**src/rtl/motor_drive_ctrl_if.sv**
```systemverilog
// Command channel into the motor drive controller: direction, speed and run length
// under a valid/ready handshake; master drives commands, slave returns ready.
interface motor_drive_ctrl_if #(
  parameter int PWM_W = 8,
  parameter int DUR_W = 16
);
  logic             cmd_valid;
  logic             cmd_ready;
  logic [2:0]       cmd_dir;
  logic [PWM_W-1:0] cmd_speed;
  logic [DUR_W-1:0] cmd_dur;

  modport master (output cmd_valid, output cmd_dir, output cmd_speed, output cmd_dur,
                  input  cmd_ready);
  modport slave  (input  cmd_valid, input  cmd_dir, input  cmd_speed, input  cmd_dur,
                  output cmd_ready);
endinterface

```
**src/rtl/motor_drive_ctrl.sv**
```systemverilog
// Two-motor H-bridge drive: PWM speed, coast gap on direction change, optional timed run with done pulse.
// Outputs registered, commands take effect right after the accept edge; cmd_ready drops only while coasting in DEAD.
module motor_drive_ctrl #(
  parameter int PWM_W       = 8,
  parameter int PWM_DIV     = 390,
  parameter int TICK_DIV    = 100000,
  parameter int DUR_W       = 16,
  parameter int DEAD_CYCLES = 100000
) (
  input  logic              CLK100MHZ,
  input  logic              rst,
  motor_drive_ctrl_if.slave cmd,
  output logic [3:0]        motor,
  output logic              busy,
  output logic              done
);
  localparam int PSC_W  = (PWM_DIV > 1)     ? $clog2(PWM_DIV)     : 1;
  localparam int TICK_W = (TICK_DIV > 1)    ? $clog2(TICK_DIV)    : 1;
  localparam int DEAD_W = (DEAD_CYCLES > 1) ? $clog2(DEAD_CYCLES) : 1;
  localparam logic [PSC_W-1:0]  PSC_MAX  = PSC_W'(PWM_DIV - 1);
  localparam logic [TICK_W-1:0] TICK_MAX = TICK_W'(TICK_DIV - 1);
  localparam logic [DEAD_W-1:0] DEAD_MAX = DEAD_W'(DEAD_CYCLES - 1);

  localparam logic [3:0] PAT_BRAKE = 4'b1111;
  localparam logic [3:0] PAT_COAST = 4'b0000;

  typedef enum logic [1:0] {IDLE, DEAD, RUN} state_t;

  state_t             state, state_nxt;
  logic [3:0]         pat, pat_nxt;
  logic [3:0]         idle_pat, idle_pat_nxt;
  logic [PWM_W-1:0]   speed, speed_nxt;
  logic [DUR_W-1:0]   dur_cnt, dur_nxt;
  logic [PSC_W-1:0]   psc, psc_nxt;
  logic [PWM_W-1:0]   pwm_cnt, pwm_nxt;
  logic [TICK_W-1:0]  tick, tick_nxt;
  logic [DEAD_W-1:0]  dead_cnt, dead_nxt;
  logic [3:0]         motor_nxt;
  logic               busy_nxt, done_nxt;
  logic               accept, is_drive, restart;
  logic [3:0]         drive_pat;

  assign cmd.cmd_ready = (state != DEAD);

  always_comb begin
    state_nxt    = state;
    pat_nxt      = pat;
    idle_pat_nxt = idle_pat;
    speed_nxt    = speed;
    dur_nxt      = dur_cnt;
    psc_nxt      = psc;
    pwm_nxt      = pwm_cnt;
    tick_nxt     = tick;
    dead_nxt     = dead_cnt;
    done_nxt     = 1'b0;
    restart      = 1'b0;
    accept       = cmd.cmd_valid && cmd.cmd_ready;
    is_drive     = 1'b1;
    drive_pat    = PAT_COAST;

    case (cmd.cmd_dir)
      3'b000:  drive_pat = 4'b1001;
      3'b001:  drive_pat = 4'b0110;
      3'b100:  drive_pat = 4'b0101;
      3'b101:  drive_pat = 4'b1010;
      default: is_drive  = 1'b0;
    endcase

    case (state)
      RUN: begin
        if (psc == PSC_MAX) begin
          psc_nxt = '0;
          pwm_nxt = pwm_cnt + 1'b1;
        end else begin
          psc_nxt = psc + 1'b1;
        end
        if (tick == TICK_MAX) begin
          tick_nxt = '0;
          if (dur_cnt == DUR_W'(1)) begin
            dur_nxt      = '0;
            state_nxt    = IDLE;
            idle_pat_nxt = PAT_BRAKE;
            done_nxt     = 1'b1;
          end else if (dur_cnt != '0) begin
            dur_nxt = dur_cnt - 1'b1;
          end
        end else begin
          tick_nxt = tick + 1'b1;
        end
      end
      DEAD: begin
        if (dead_cnt == DEAD_MAX) begin
          state_nxt = RUN;
          restart   = 1'b1;
        end else begin
          dead_nxt = dead_cnt + 1'b1;
        end
      end
      default: ;
    endcase

    // An accepted command overrides whatever the expiry path decided this cycle.
    if (accept) begin
      done_nxt = 1'b0;
      if (cmd.cmd_dir == 3'b010 || cmd.cmd_dir == 3'b011) begin
        state_nxt    = IDLE;
        idle_pat_nxt = (cmd.cmd_dir == 3'b010) ? PAT_BRAKE : PAT_COAST;
      end else if (is_drive) begin
        speed_nxt = cmd.cmd_speed;
        dur_nxt   = cmd.cmd_dur;
        pat_nxt   = drive_pat;
        if (state == RUN && pat == drive_pat) begin
          state_nxt = RUN;
        end else if (state == RUN) begin
          state_nxt = DEAD;
          dead_nxt  = '0;
        end else begin
          state_nxt = RUN;
          restart   = 1'b1;
        end
      end else if (state == RUN) begin
        state_nxt = RUN;
        speed_nxt = cmd.cmd_speed;
        dur_nxt   = cmd.cmd_dur;
      end
    end

    if (restart) begin
      psc_nxt  = '0;
      pwm_nxt  = '0;
      tick_nxt = '0;
    end

    case (state_nxt)
      RUN:     motor_nxt = (pwm_nxt < speed_nxt) ? pat_nxt : PAT_COAST;
      DEAD:    motor_nxt = PAT_COAST;
      default: motor_nxt = idle_pat_nxt;
    endcase
    busy_nxt = (state_nxt != IDLE);
  end

  always_ff @(posedge CLK100MHZ) begin
    if (rst) begin
      state    <= IDLE;
      pat      <= PAT_COAST;
      idle_pat <= PAT_BRAKE;
      speed    <= '0;
      dur_cnt  <= '0;
      psc      <= '0;
      pwm_cnt  <= '0;
      tick     <= '0;
      dead_cnt <= '0;
      motor    <= PAT_BRAKE;
      busy     <= 1'b0;
      done     <= 1'b0;
    end else begin
      state    <= state_nxt;
      pat      <= pat_nxt;
      idle_pat <= idle_pat_nxt;
      speed    <= speed_nxt;
      dur_cnt  <= dur_nxt;
      psc      <= psc_nxt;
      pwm_cnt  <= pwm_nxt;
      tick     <= tick_nxt;
      dead_cnt <= dead_nxt;
      motor    <= motor_nxt;
      busy     <= busy_nxt;
      done     <= done_nxt;
    end
  end
endmodule

```
**src/flat_wrapper.sv**
```systemverilog
// flat-port wrapper written by rule: the top's interface ports become plain ports
module motor_drive_ctrl_flat 
#(
  parameter int PWM_W       = 8,
  parameter int PWM_DIV     = 390,
  parameter int TICK_DIV    = 100000,
  parameter int DUR_W       = 16,
  parameter int DEAD_CYCLES = 100000
)
  (CLK100MHZ, rst, motor, busy, done, cmd_cmd_valid, cmd_cmd_dir, cmd_cmd_speed, cmd_cmd_dur, cmd_cmd_ready);
  motor_drive_ctrl_if #(.PWM_W(PWM_W), .DUR_W(DUR_W)) cmd_i ();
  input  logic CLK100MHZ;
  input  logic rst;
  output logic [3:0] motor;
  output logic busy;
  output logic done;
  input wire logic [$bits(cmd_i.cmd_valid)-1:0] cmd_cmd_valid;
  input wire logic [$bits(cmd_i.cmd_dir)-1:0] cmd_cmd_dir;
  input wire logic [$bits(cmd_i.cmd_speed)-1:0] cmd_cmd_speed;
  input wire logic [$bits(cmd_i.cmd_dur)-1:0] cmd_cmd_dur;
  output wire logic [$bits(cmd_i.cmd_ready)-1:0] cmd_cmd_ready;
  assign cmd_i.cmd_valid = cmd_cmd_valid;
  assign cmd_i.cmd_dir = cmd_cmd_dir;
  assign cmd_i.cmd_speed = cmd_cmd_speed;
  assign cmd_i.cmd_dur = cmd_cmd_dur;
  assign cmd_cmd_ready = cmd_i.cmd_ready;
  motor_drive_ctrl #(.PWM_W(PWM_W), .PWM_DIV(PWM_DIV), .TICK_DIV(TICK_DIV), .DUR_W(DUR_W), .DEAD_CYCLES(DEAD_CYCLES)) u_core (.CLK100MHZ(CLK100MHZ), .rst(rst), .cmd(cmd_i), .motor(motor), .busy(busy), .done(done));
endmodule
```
**config.mk**
```make
export PLATFORM = sky130hd
export DESIGN_NAME = motor_drive_ctrl_flat
export DESIGN_NICKNAME = d
export VERILOG_FILES = /design/src/rtl/motor_drive_ctrl_if.sv /design/src/rtl/motor_drive_ctrl.sv /design/src/flat_wrapper.sv
export SDC_FILE = /design/constraint.sdc
export NUM_CORES = 1
export LEC_CHECK = 0
export ABC_AREA = 1
export CORE_ASPECT_RATIO = 1.2
export CORE_MARGIN = 2
export CORE_UTILIZATION = 49
export CTS_BUF_LIST = sky130_fd_sc_hd__clkbuf_4 sky130_fd_sc_hd__clkbuf_8
export CTS_CLUSTER_SIZE = 10
export DETAILED_ROUTE_END_ITERATION = 10
export PLACE_DENSITY_LB_ADDON = 0.12
export SETUP_SLACK_MARGIN = 0.05
export SKIP_LAST_GASP = 1
export SLEW_MARGIN = 20
export SYNTH_ARGS = -nofsm -noshare
export SYNTH_HDL_FRONTEND = slang
export SYNTH_SLANG_ARGS = --single-unit
export TNS_END_PERCENT = 10
```
**constraint.sdc**
```tcl
create_clock -name CLK100MHZ -period 2.5 [get_ports CLK100MHZ]
set_input_delay 0.375 -clock CLK100MHZ [delete_from_list [all_inputs] [get_ports CLK100MHZ]]
set_output_delay 0.375 -clock CLK100MHZ [all_outputs]
set_load 0.02 [all_outputs]
```
# After elaboration in Yosys (flattened, before gate mapping)
# Index checks and enable logic that the tools add are counted.
word_totals:
  in_bits: 30
  regBits: 91
op_classes:
  n_mux: 55
  add_sub_neg: 5
  reduce_logical: 9
  n_eq_ne: 15
  order_cmp: 1
  bitwise_logic: 2
ops:
  columns: ["cell", "n"]
  rows:
  - ["17-bit 2-to-1 mux", 8]
  - ["16-bit 2-to-1 mux", 8]
  - ["8-bit 2-to-1 mux", 7]
  - ["4-bit 2-to-1 mux", 10]
  - ["17-bit by 1-bit adder with 17-bit output (second input constant)", 2]
  - ["17-bit == test (second input constant)", 2]
  - ["2-bit 2-to-1 mux", 9]
  - ["16-bit by 1-bit == test with 1-bit output (second input constant)", 1]
  - ["4-bit one-hot mux with 4 select lines", 1]
  - ["16-bit nonzero test", 1]
  - ["16-bit by 1-bit subtractor with 16-bit output (second input constant)", 1]
  - ["9-bit by 1-bit adder with 9-bit output (second input constant)", 1]
  - ["9-bit == test (second input constant)", 1]
  - ["1-bit 2-to-1 mux", 9]
  - ["9-bit 2-to-1 mux", 1]
  - ["8-bit by 1-bit adder with 8-bit output (second input constant)", 1]
  - ["8-bit < comparator", 1]
  - ["4-bit one-hot mux with 2 select lines", 1]
  - ["4-bit OR reduction", 2]
  - ["3-bit by 2-bit == test with 1-bit output (second input constant)", 2]
  - ["3-bit == test (second input constant)", 2]
  - ["2-bit by 1-bit == test with 1-bit output (second input constant)", 2]
  - ["2-bit == test (second input constant)", 2]
  - ["4-bit == test", 1]
  - ["other kinds (9)", 11]

# Logic depth before layout (Yosys ltp)
# Gate-level depths: netlist of run 1.
logic_depth:
  word_depth: 12
  ltp_mapped: 18
  ltp_nobuf: 18

# Worst setup path after synthesis of run 1
# No wires, ideal clock.
synth_path:
  path_type: "register to register"
  start: "reg u_core.state[1]"
  end: "reg u_core.motor[0]"
  path_slack_ns: -0.088
  stages_incl_launch_ff: 18
  arrival_ns: 2.529
  setup_time_ns: 0.059
  path_cell_list: "dfxtp_1 inv_1 ha_1 inv_2 nand2_4 nor2_4 inv_1 or2_1 nand2_2 inv_1 nand3_1 inv_1 ha_1 a21oi_1 nor2_1 a211oi_1 nand3_1 nand2_1"
synth_rtl:
  columns: ["element", "line_no", "text"]
  rows:
  - ["from (decl)", "motor_drive_ctrl.sv:29", "state_t state, state_nxt;"]
  - ["from (signal assigned)", "motor_drive_ctrl.sv:157", "state <= state_nxt;"]
  - ["2-bit by 1-bit != test with 1-bit output", "motor_drive_ctrl.sv:43", "assign cmd.cmd_ready = (state != DEAD);"]
  - ["via cmd_cmd_ready", "flat_wrapper.sv:21", "output wire logic [$bits(cmd_i.cmd_ready)-1:0] cmd_cmd_ready;"]
  - ["1-bit logical AND", "motor_drive_ctrl.sv:57", "accept = cmd.cmd_valid && cmd.cmd_ready;"]
  - ["1-bit 2-to-1 mux", "motor_drive_ctrl.sv:103", "if (accept) begin"]
  - ["8-bit 2-to-1 mux", "motor_drive_ctrl.sv:128", "if (restart) begin"]
  - ["via u_core.pwm_nxt[5]", "motor_drive_ctrl.sv:35", "logic [PWM_W-1:0] pwm_cnt, pwm_nxt;"]
  - ["8-bit < comparator", "motor_drive_ctrl.sv:135", "RUN: motor_nxt = (pwm_nxt < speed_nxt) ? pat_nxt : PAT_COAST;"]
  - ["4-bit 2-to-1 mux", "motor_drive_ctrl.sv:135", null]
  - ["4-bit one-hot mux with 2 select lines", "motor_drive_ctrl.sv:134", "case (state_nxt)"]
  - ["to (signal assigned)", "motor_drive_ctrl.sv:166", "motor <= motor_nxt;"]
  - ["to (decl)", "motor_drive_ctrl.sv:13", "output logic [3:0] motor,"]
# The timed path passes the listed nets, and every way through them passes these cells.
# A chain may end at the register's enable or synchronous reset.

# Worst setup path in the final report of run 1
layout_path:
  start: "reg u_core.state[0]"
  end: "reg u_core.motor[0]"
layout_via:
  elab_chain_len: 11
layout_rtl:
  columns: ["element", "line_no", "text"]
  rows:
  - ["2-bit by 1-bit == test with 1-bit output", "motor_drive_ctrl.sv:69", "case (state)"]
  - ["1-bit 2-to-1 mux", "motor_drive_ctrl.sv:69", null]
  - ["1-bit 2-to-1 mux", "motor_drive_ctrl.sv:114", "end else if (state == RUN) begin"]
  - ["1-bit 2-to-1 mux", "motor_drive_ctrl.sv:112", "if (state == RUN && pat == drive_pat) begin"]
  - ["1-bit 2-to-1 mux", "motor_drive_ctrl.sv:108", "end else if (is_drive) begin"]
  - ["1-bit 2-to-1 mux", "motor_drive_ctrl.sv:105", "if (cmd.cmd_dir == 3'b010 || cmd.cmd_dir == 3'b011) begin"]
  - ["1-bit 2-to-1 mux", "motor_drive_ctrl.sv:103", null]
  - ["8-bit 2-to-1 mux *", "motor_drive_ctrl.sv:128", null]
  - ["via u_core.pwm_nxt[5]", "motor_drive_ctrl.sv:35", null]
  - ["8-bit < comparator *", "motor_drive_ctrl.sv:135", null]
  - ["4-bit 2-to-1 mux *", "motor_drive_ctrl.sv:135", null]
  - ["4-bit one-hot mux with 2 select lines *", "motor_drive_ctrl.sv:134", null]
# The timed path passes the listed nets; every way through them passes the cells marked *.

==> results.md, run 1 <==
* Final setup fails at 4
* Clock Sinks at 91
* Peak per-stage delay on the critical path at 0.32 ns
* Wire per inst at 12.9 µm
* Post-synthesis cell type count at 47
* Wl on met1 at 5.92 mm
* First-pass GRT wire length at 21.2 mm
* Metal2 WL at 6.03 mm
* Synth top area cells: dfxtp_1 34%, nand2_1 9.6%, nor2_1 8.3%
* DRT iter0 DRCs at 227
* I/O Pins at 37
* Height of the die at 119 µm
* CP Class: reg2reg
* Non-filler instance count after layout at 973
* Via Count at 5081
* Final setup margin at -0.0796 ns
* Dpl cells at 957
* CTS HTree Levels at 3
* CP Capture Type: register
* First-pass iteration count of the detailed router at 5
* Die area at 11800 µm²
* Power per cell area at 497 nW/µm²
* Final instance area at 6400 µm²
* Largest net degree at the start of global routing at 29
* WP data arrival at 2.89 ns
* Syn Nets at 811
* Worst path cell trace: inv_1 -> ha_4 -> inv_2 -> nor2_1 -> inv_1 -> nor2_2 -> nand3_1 -> nor2_2 -> nand4_1 -> nand3_1 -> inv_1 -> ha_1 -> a21oi_1 -> nor2_1 -> a211oi_2 -> nand3_1 -> nand2_1
* Post-synth EDFFs at 0
* Async set-or-reset flop fraction in the synthesized netlist at 0%
* Fmax at 388 MHz
* Final Hold Fails at 0
* Final ANT Viol Nets at 0
* Clock share of power at 31.6%
* Most used DFF post-synth: dfxtp_1
* Status: complete, but fails checks
* Slowest CP cell: dfxtp_1
* Worst Skew at 0.0118 ns
* Vias in the first global route at 4755
* Register bit count reported by yosys at 91
* Clock transition at path regs at 0.08 ns
* Hold crit path type: reg2reg
* Combinational Power Share at 19.9%
* Synth-to-Final Area Change at 19.2%
* Pins Over Slew Limit at 0
* Die X at 99.6 µm
* Drt total wl at 12.6 mm
* PnR Total Power at 3.18 mW
* Post-place instance area at 6180 µm²
* Top sig layer: met4
* Max FO, Critical Path at 4
* Fin crit share at 103%
* DP Worst Slack at -0.190 ns
* Net Sw Power at 929 µW
* Max-Cap Viols at 0
* Top cell type's share of synthesized area at 33.9%
* Relative slew slack at 67.3%
* Avg Cell Area, Syn at 7.06 µm²
* Gr usage total at 21.7%
* Sw Ratio at 29.2%
* Sequential power share at 48.5%
* Rows at 41
* RSZ-0062 raised after global routing: yes
* CTS root buf: clkbuf_8
* GP Congestion at 0.891
* IO Port Bufs at 36
* Critical Path RT at 2.81 ns
* Seq/Total Area, Yosys at 33.9%
* Peak supply drop at 374 µV
* Initial Util at 50.6%
* Clock latency on the worst-skew pair at 0.37 ns
* Mapped Area at 5370 µm²
* Worst-margin pin slew at 0.490 ns
* Clock tree buffer depth at 2
* Final setup TNS at -0.263 ns
* Hpwl dp at 9.41 mm
* Metal3 WL at 461 µm
* Cells after Synth at 761
* Initial antenna violation count at 0
* Layout cells sized above 1 at 13.9%
* Ys Warns at 0
* Leak Pwr at 2.64 nW
* Total congestion overflow at 0
* Core area at 10600 µm²
* CTS tree: built
* CP startpoint kind: register
* Minimum clock period at 2.58 ns
* Diode count at 0
* Failing checks: setup timing
* DR vias/cell at 5.22
* Top cell type by total area after synthesis: dfxtp_1
* Residual DRC count at 0
* Int Pwr at 2.25 mW
* Post-layout nets at 890
* Inserted Clock Buffers at 9
-- path summary, 6_finish.rpt --
kind / startpoint / endpoint / slack [ns] / depth (start not counted)
worst max-delay path: u_core.state[0] / u_core.motor[0] / -0.08 / 17
worst min-delay path: u_core.tick[1] / u_core.tick[1] / 0.49 / 2
worst min register to register: u_core.tick[1] / u_core.tick[1] / 0.49 / 2
worst max register to register: u_core.state[0] / u_core.motor[0] / -0.08 / 17
-- cell families after synthesis --
family / share of synthesized area [%]
simple gates: 34.8
compound gates: 10.3
buf+inv: 7.15
flops: 33.9
xor+xnor: 7.50
fa+ha+maj: 4.66
mux: 1.70
-- cells in the final DEF (no fill, tap or decap), types with 10 or more instances in the layout --
cell type / netlist / layout
o21ai_0: 29 / 29
nor3_1: 19 / 19
nor2_1: 119 / 117
nand3_1: 41 / 41
nor4_1: 11 / 10
buf_4: 2 / 49
nand2_1: 138 / 138
dfxtp_1: 91 / 91
clkdlybuf4s50_1: 0 / 36
nand4_1: 27 / 27
inv_1: 70 / 70
xor2_1: 37 / 36
a21oi_1: 54 / 54
ha_1: 20 / 18
-- per-layer routing --
| layer | track usage, % | vias up |
|---|---|---|
| li1 | - | 2657 |
| met1 | 28.5 | 2309 |
| met2 | 36.7 | 98 |
| met3 | 3.08 | 17 |
| met4 | 6.59 | 0 |
| met5 | 0 | - |
-- layout make-up --
cell class / count / area (µm²)
fillers: 1012 / 4220
inverters: 80 / 303
repair buffers: 85 / 728
multi-input cells: 573 / 3200
well taps: 129 / 161
clock inverters: 3 / 40.0
clock buffers: 12 / 146
flip-flops and latches: 91 / 1820
-- synth_stat cells (4+ instances only) --
master and n:
nand2_1 138, nor2_1 119, dfxtp_1 91, inv_1 70
a21oi_1 54, nand3_1 41, xor2_1 37, o21ai_0 29
nand4_1 27, ha_1 20, nor3_1 19, nor4_1 11
clkbuf_1 10, inv_2 9, xnor2_1 9, mux2i_1 8
nand2_2 7, nor2_2 6, buf_2 4, nor2_4 4
nor3_2 4
-- stage by stage --
step / utilization, % / hold slack [ns]
finish: 60.3 / 0.493
CTS: 60.1 / 0.495
detailed placement: 58.2 / 0.482
global route: 60.3 / 0.536
global placement: 58.2 / 0.471
floorplan: - / 0.458
-- power by group through the flow --
stage / Combinational, mW / Clock [mW] / Sequential, mW
floorplan: 0.404 / 0 / 1.58
global placement: 0.619 / 0 / 1.57
detailed placement: 0.630 / 0 / 1.57
CTS: 0.635 / 1.03 / 1.54
global route: 0.711 / 1.09 / 1.55
finish: 0.634 / 1.00 / 1.54
-- registers in the layout (all words and copies together) (netlist names) --
signal / flops
u_core.idle_pat: 4
u_core.dead_cnt: 17
u_core.tick: 17
u_core.done: 1
u_core.dur_cnt: 16
u_core.motor: 4
u_core.speed: 8
u_core.pat: 4
u_core.psc: 9
u_core.pwm_cnt: 8
u_core.state: 2
u_core.busy: 1
-- critical path, delay by kind of cell, from the launching register on --
family,cells,cell delay [ns]
AOI/OAI and AO/OA,2,0.44
adders and majority gates,2,0.49
buffers and inverters,4,0.29
DFF,1,0.32
and+or+nand+nor,9,1.00
-- timing repair --
| action | in CTS | in global routing |
|---|---|---|
| endpoints found under the hold margin | 0 | 0 |
| pin swaps | 2 | 1 |
| setup endpoints to repair | 4 | 4 |
| cloned | 0 | 0 |
| hold buffers | 0 | 0 |
| gates resized for setup | 1 | 4 |
| setup buffers | 1 | 0 |
No activity file was read; power rests on OpenSTA's default activity.
==> inputs of run 2 (changes only) <==
Settings changed: CORE_MARGIN 2 to 3, GPL_TIMING_DRIVEN set to 0.
==> run 2 against run 1 <==
Compared with the run above: the flow still finishes with violations (setup timing); register-to-register slack lost 0.07 ns; combinational power shrank 3%; die area grew 3.7%; critical path depth shrank 5; sequential share of layout area grew 0.50 points; maximum frequency shrank 2.7%; non-clock buffer count shrank 24.
==> results.md, run 2 (synthesized netlist as in run 1, its figures left out) <==
* Status: complete, but fails checks
* Failing checks: setup timing
* Clock latency on the worst-skew pair at 0.37 ns
* Final instance area at 6310 µm²
* Pins Over Slew Limit at 0
* Initial Util at 50.6%
* Dpl cells at 925
* Clock share of power at 33.5%
* Via Count at 5011
* Filler cells at 1028
* R2R Setup Slk at -0.15 ns
* Die X at 102 µm
* Post-layout nets at 866
* Clock tree buffer depth at 2
* Drt total wl at 12.8 mm
* Most common cell after layout, fill and taps aside: nand2_1
* RSZ-0062 raised after global routing: yes
* Worst-margin pin slew at 0.635 ns
* Initial antenna violation count at 0
* Vias in the first global route at 4923
* Largest net degree at the start of global routing at 15
* CP Class: reg2reg
* Rows at 41
* Peak per-stage delay on the critical path at 0.42 ns
* First-pass GRT wire length at 22.2 mm
* Fin crit share at 106%
* DRT iter0 DRCs at 215
* Diode count at 0
* Worst Skew at 0.00932 ns
* M3 GR Usage at 3.17%
* Final setup fails at 4
* Final setup margin at -0.150 ns
* GR Util met2 at 37.8%
* Max FO, Critical Path at 10
* Final ANT Viol Nets at 0
* IO Port Bufs at 35
* Sequential power share at 47.6%
* Synth-to-Final Area Change at 17.6%
* Most frequent cells in the layout: 137 x nand2_1, 116 x nor2_1, 88 x dfxtp_1
* Fin util at 59.5%
* Fmax at 377 MHz
* Clock Sinks at 91
* WP data arrival at 2.96 ns
* CP Capture Type: register
* Core area at 10600 µm²
* Total congestion overflow at 0
* CTS tree: built
* Combinational Power Share at 18.9%
* DP Worst Slack at -0.441 ns
* Worst path cell trace: inv_2 -> ha_4 -> nor2_4 -> inv_2 -> nand2_4 -> mux2i_2 -> ha_4 -> a21oi_4 -> nor2_4 -> a211oi_4 -> nand3_1 -> nand2_1
* Die area at 12300 µm²
* CP startpoint kind: register
* Residual DRC count at 0
* Height of the die at 121 µm
* Global Route met1 Usage at 28.0%
* Int Pwr at 2.30 mW
* PnR Total Power at 3.26 mW
* CTS root buf: clkbuf_8
* DR vias/cell at 5.27
* Leak Pwr at 2.51 nW
* Final Hold Fails at 0
* Power per cell area at 516 nW/µm²
* Gr usage total at 22.0%
* Critical Path RT at 2.81 ns
* Hpwl dp at 9.49 mm
* Relative slew slack at 57.7%
* Sw Ratio at 29.3%
* Peak supply drop at 336 µV
* CTS HTree Levels at 3
* Minimum clock period at 2.65 ns
* First-pass iteration count of the detailed router at 5
* Net Sw Power at 953 µW
* GP Congestion at 0.984
* Post-place instance area at 5900 µm²
* Top Registers: u_core.dead_cnt: 17 flops, u_core.tick: 17 flops, u_core.dur_cnt: 16 flops
* Busiest grt layer: met2
* Area of the multi-input gates at 3300 µm²
* Wire per inst at 13.5 µm
* Hold crit path type: reg2reg
* Layout cells sized above 1 at 12.1%
* Sequential cell area at 1830 µm²
* Inserted Clock Buffers at 9
* Clock transition at path regs at 0.09 ns
* Max-Cap Viols at 0
* Slowest CP cell: dfxtp_1
* I/O Pins at 37
* Non-filler instance count after layout at 950
## run 2: cell types whose count changed in the layout (fill, tap and decap cells not counted), sizes merged
cell,change
buf,-33
clkbuf,+11
clkdlybuf4s50,-1
clkinv,-1
inv,+1
## run 2: power groups by stage
stage          Sequential (mW)  Clock [mW]  Combinational, mW
2_1_floorplan             1.58           0              0.404
3_3_place_gp              1.58           0              0.576
3_5_place_dp              1.58           0              0.586
4_1_cts                   1.55        1.13              0.599
5_1_grt                   1.56        1.18              0.692
6_report                  1.55        1.09              0.616
## run 2: critical path: cells and delay by family (launching register included)
| kind | cells | cell delay [ns] |
|---|---|---|
| compound gates | 2 | 0.43 |
| fa+ha+maj | 2 | 0.46 |
| mux | 1 | 0.34 |
| flops | 1 | 0.42 |
| buf+inv | 2 | 0.24 |
| simple gates | 5 | 0.70 |
## run 2: metal layers
layer	routed length [µm]	vias up
met4	216	0
met1	5840	2306
met5	0	-
met3	487	15
li1	-	2605
met2	6250	85
## run 2: layout make-up
cell class                      instances  share of cell area, %
Clock buffer                           13                   2.73
Tap cell                              129                   2.56
Buffer                                 17                   1.33
Clock inverter                          3                  0.694
Timing Repair Buffer                   44                   6.62
Multi-Input combinational cell        573                   52.3
Sequential cell                        91                   29.0
Inverter                               80                   4.80
## run 2: timing repair
action | in CTS | in global routing
hold endpoints to repair | 0 | 0
hold buffers | 0 | 0
setup buffers | 7 | 2
pin swaps | 4 | 10
endpoints found under the setup margin | 4 | 4
gates resized for setup | 5 | 22
## run 2: path summary, 6_finish.rpt
kind | from | end | cells past startpoint
worst min register to register | u_core.tick[1] | u_core.tick[1] | 2
worst max-delay path | u_core.state[0] | u_core.motor[2] | 12
worst min-delay path | u_core.tick[1] | u_core.tick[1] | 2
worst max register to register | u_core.state[0] | u_core.motor[2] | 12
## run 2: per-stage QoR
step | setup TNS (ns) | hold WS (ns)
6_report | -0.508 | 0.493
5_1_grt | -1.36 | 0.531
4_1_cts | -0.437 | 0.494
3_5_place_dp | -1.75 | 0.480
3_3_place_gp | -1.72 | 0.474
2_1_floorplan | 0 | 0.458
==> inputs of run 3 (changes only) <==
Settings changed: SLEW_MARGIN 20 to not set.
==> results of run 3 <==
No change in the layout: final DEF, timing and power equal those of run 2.
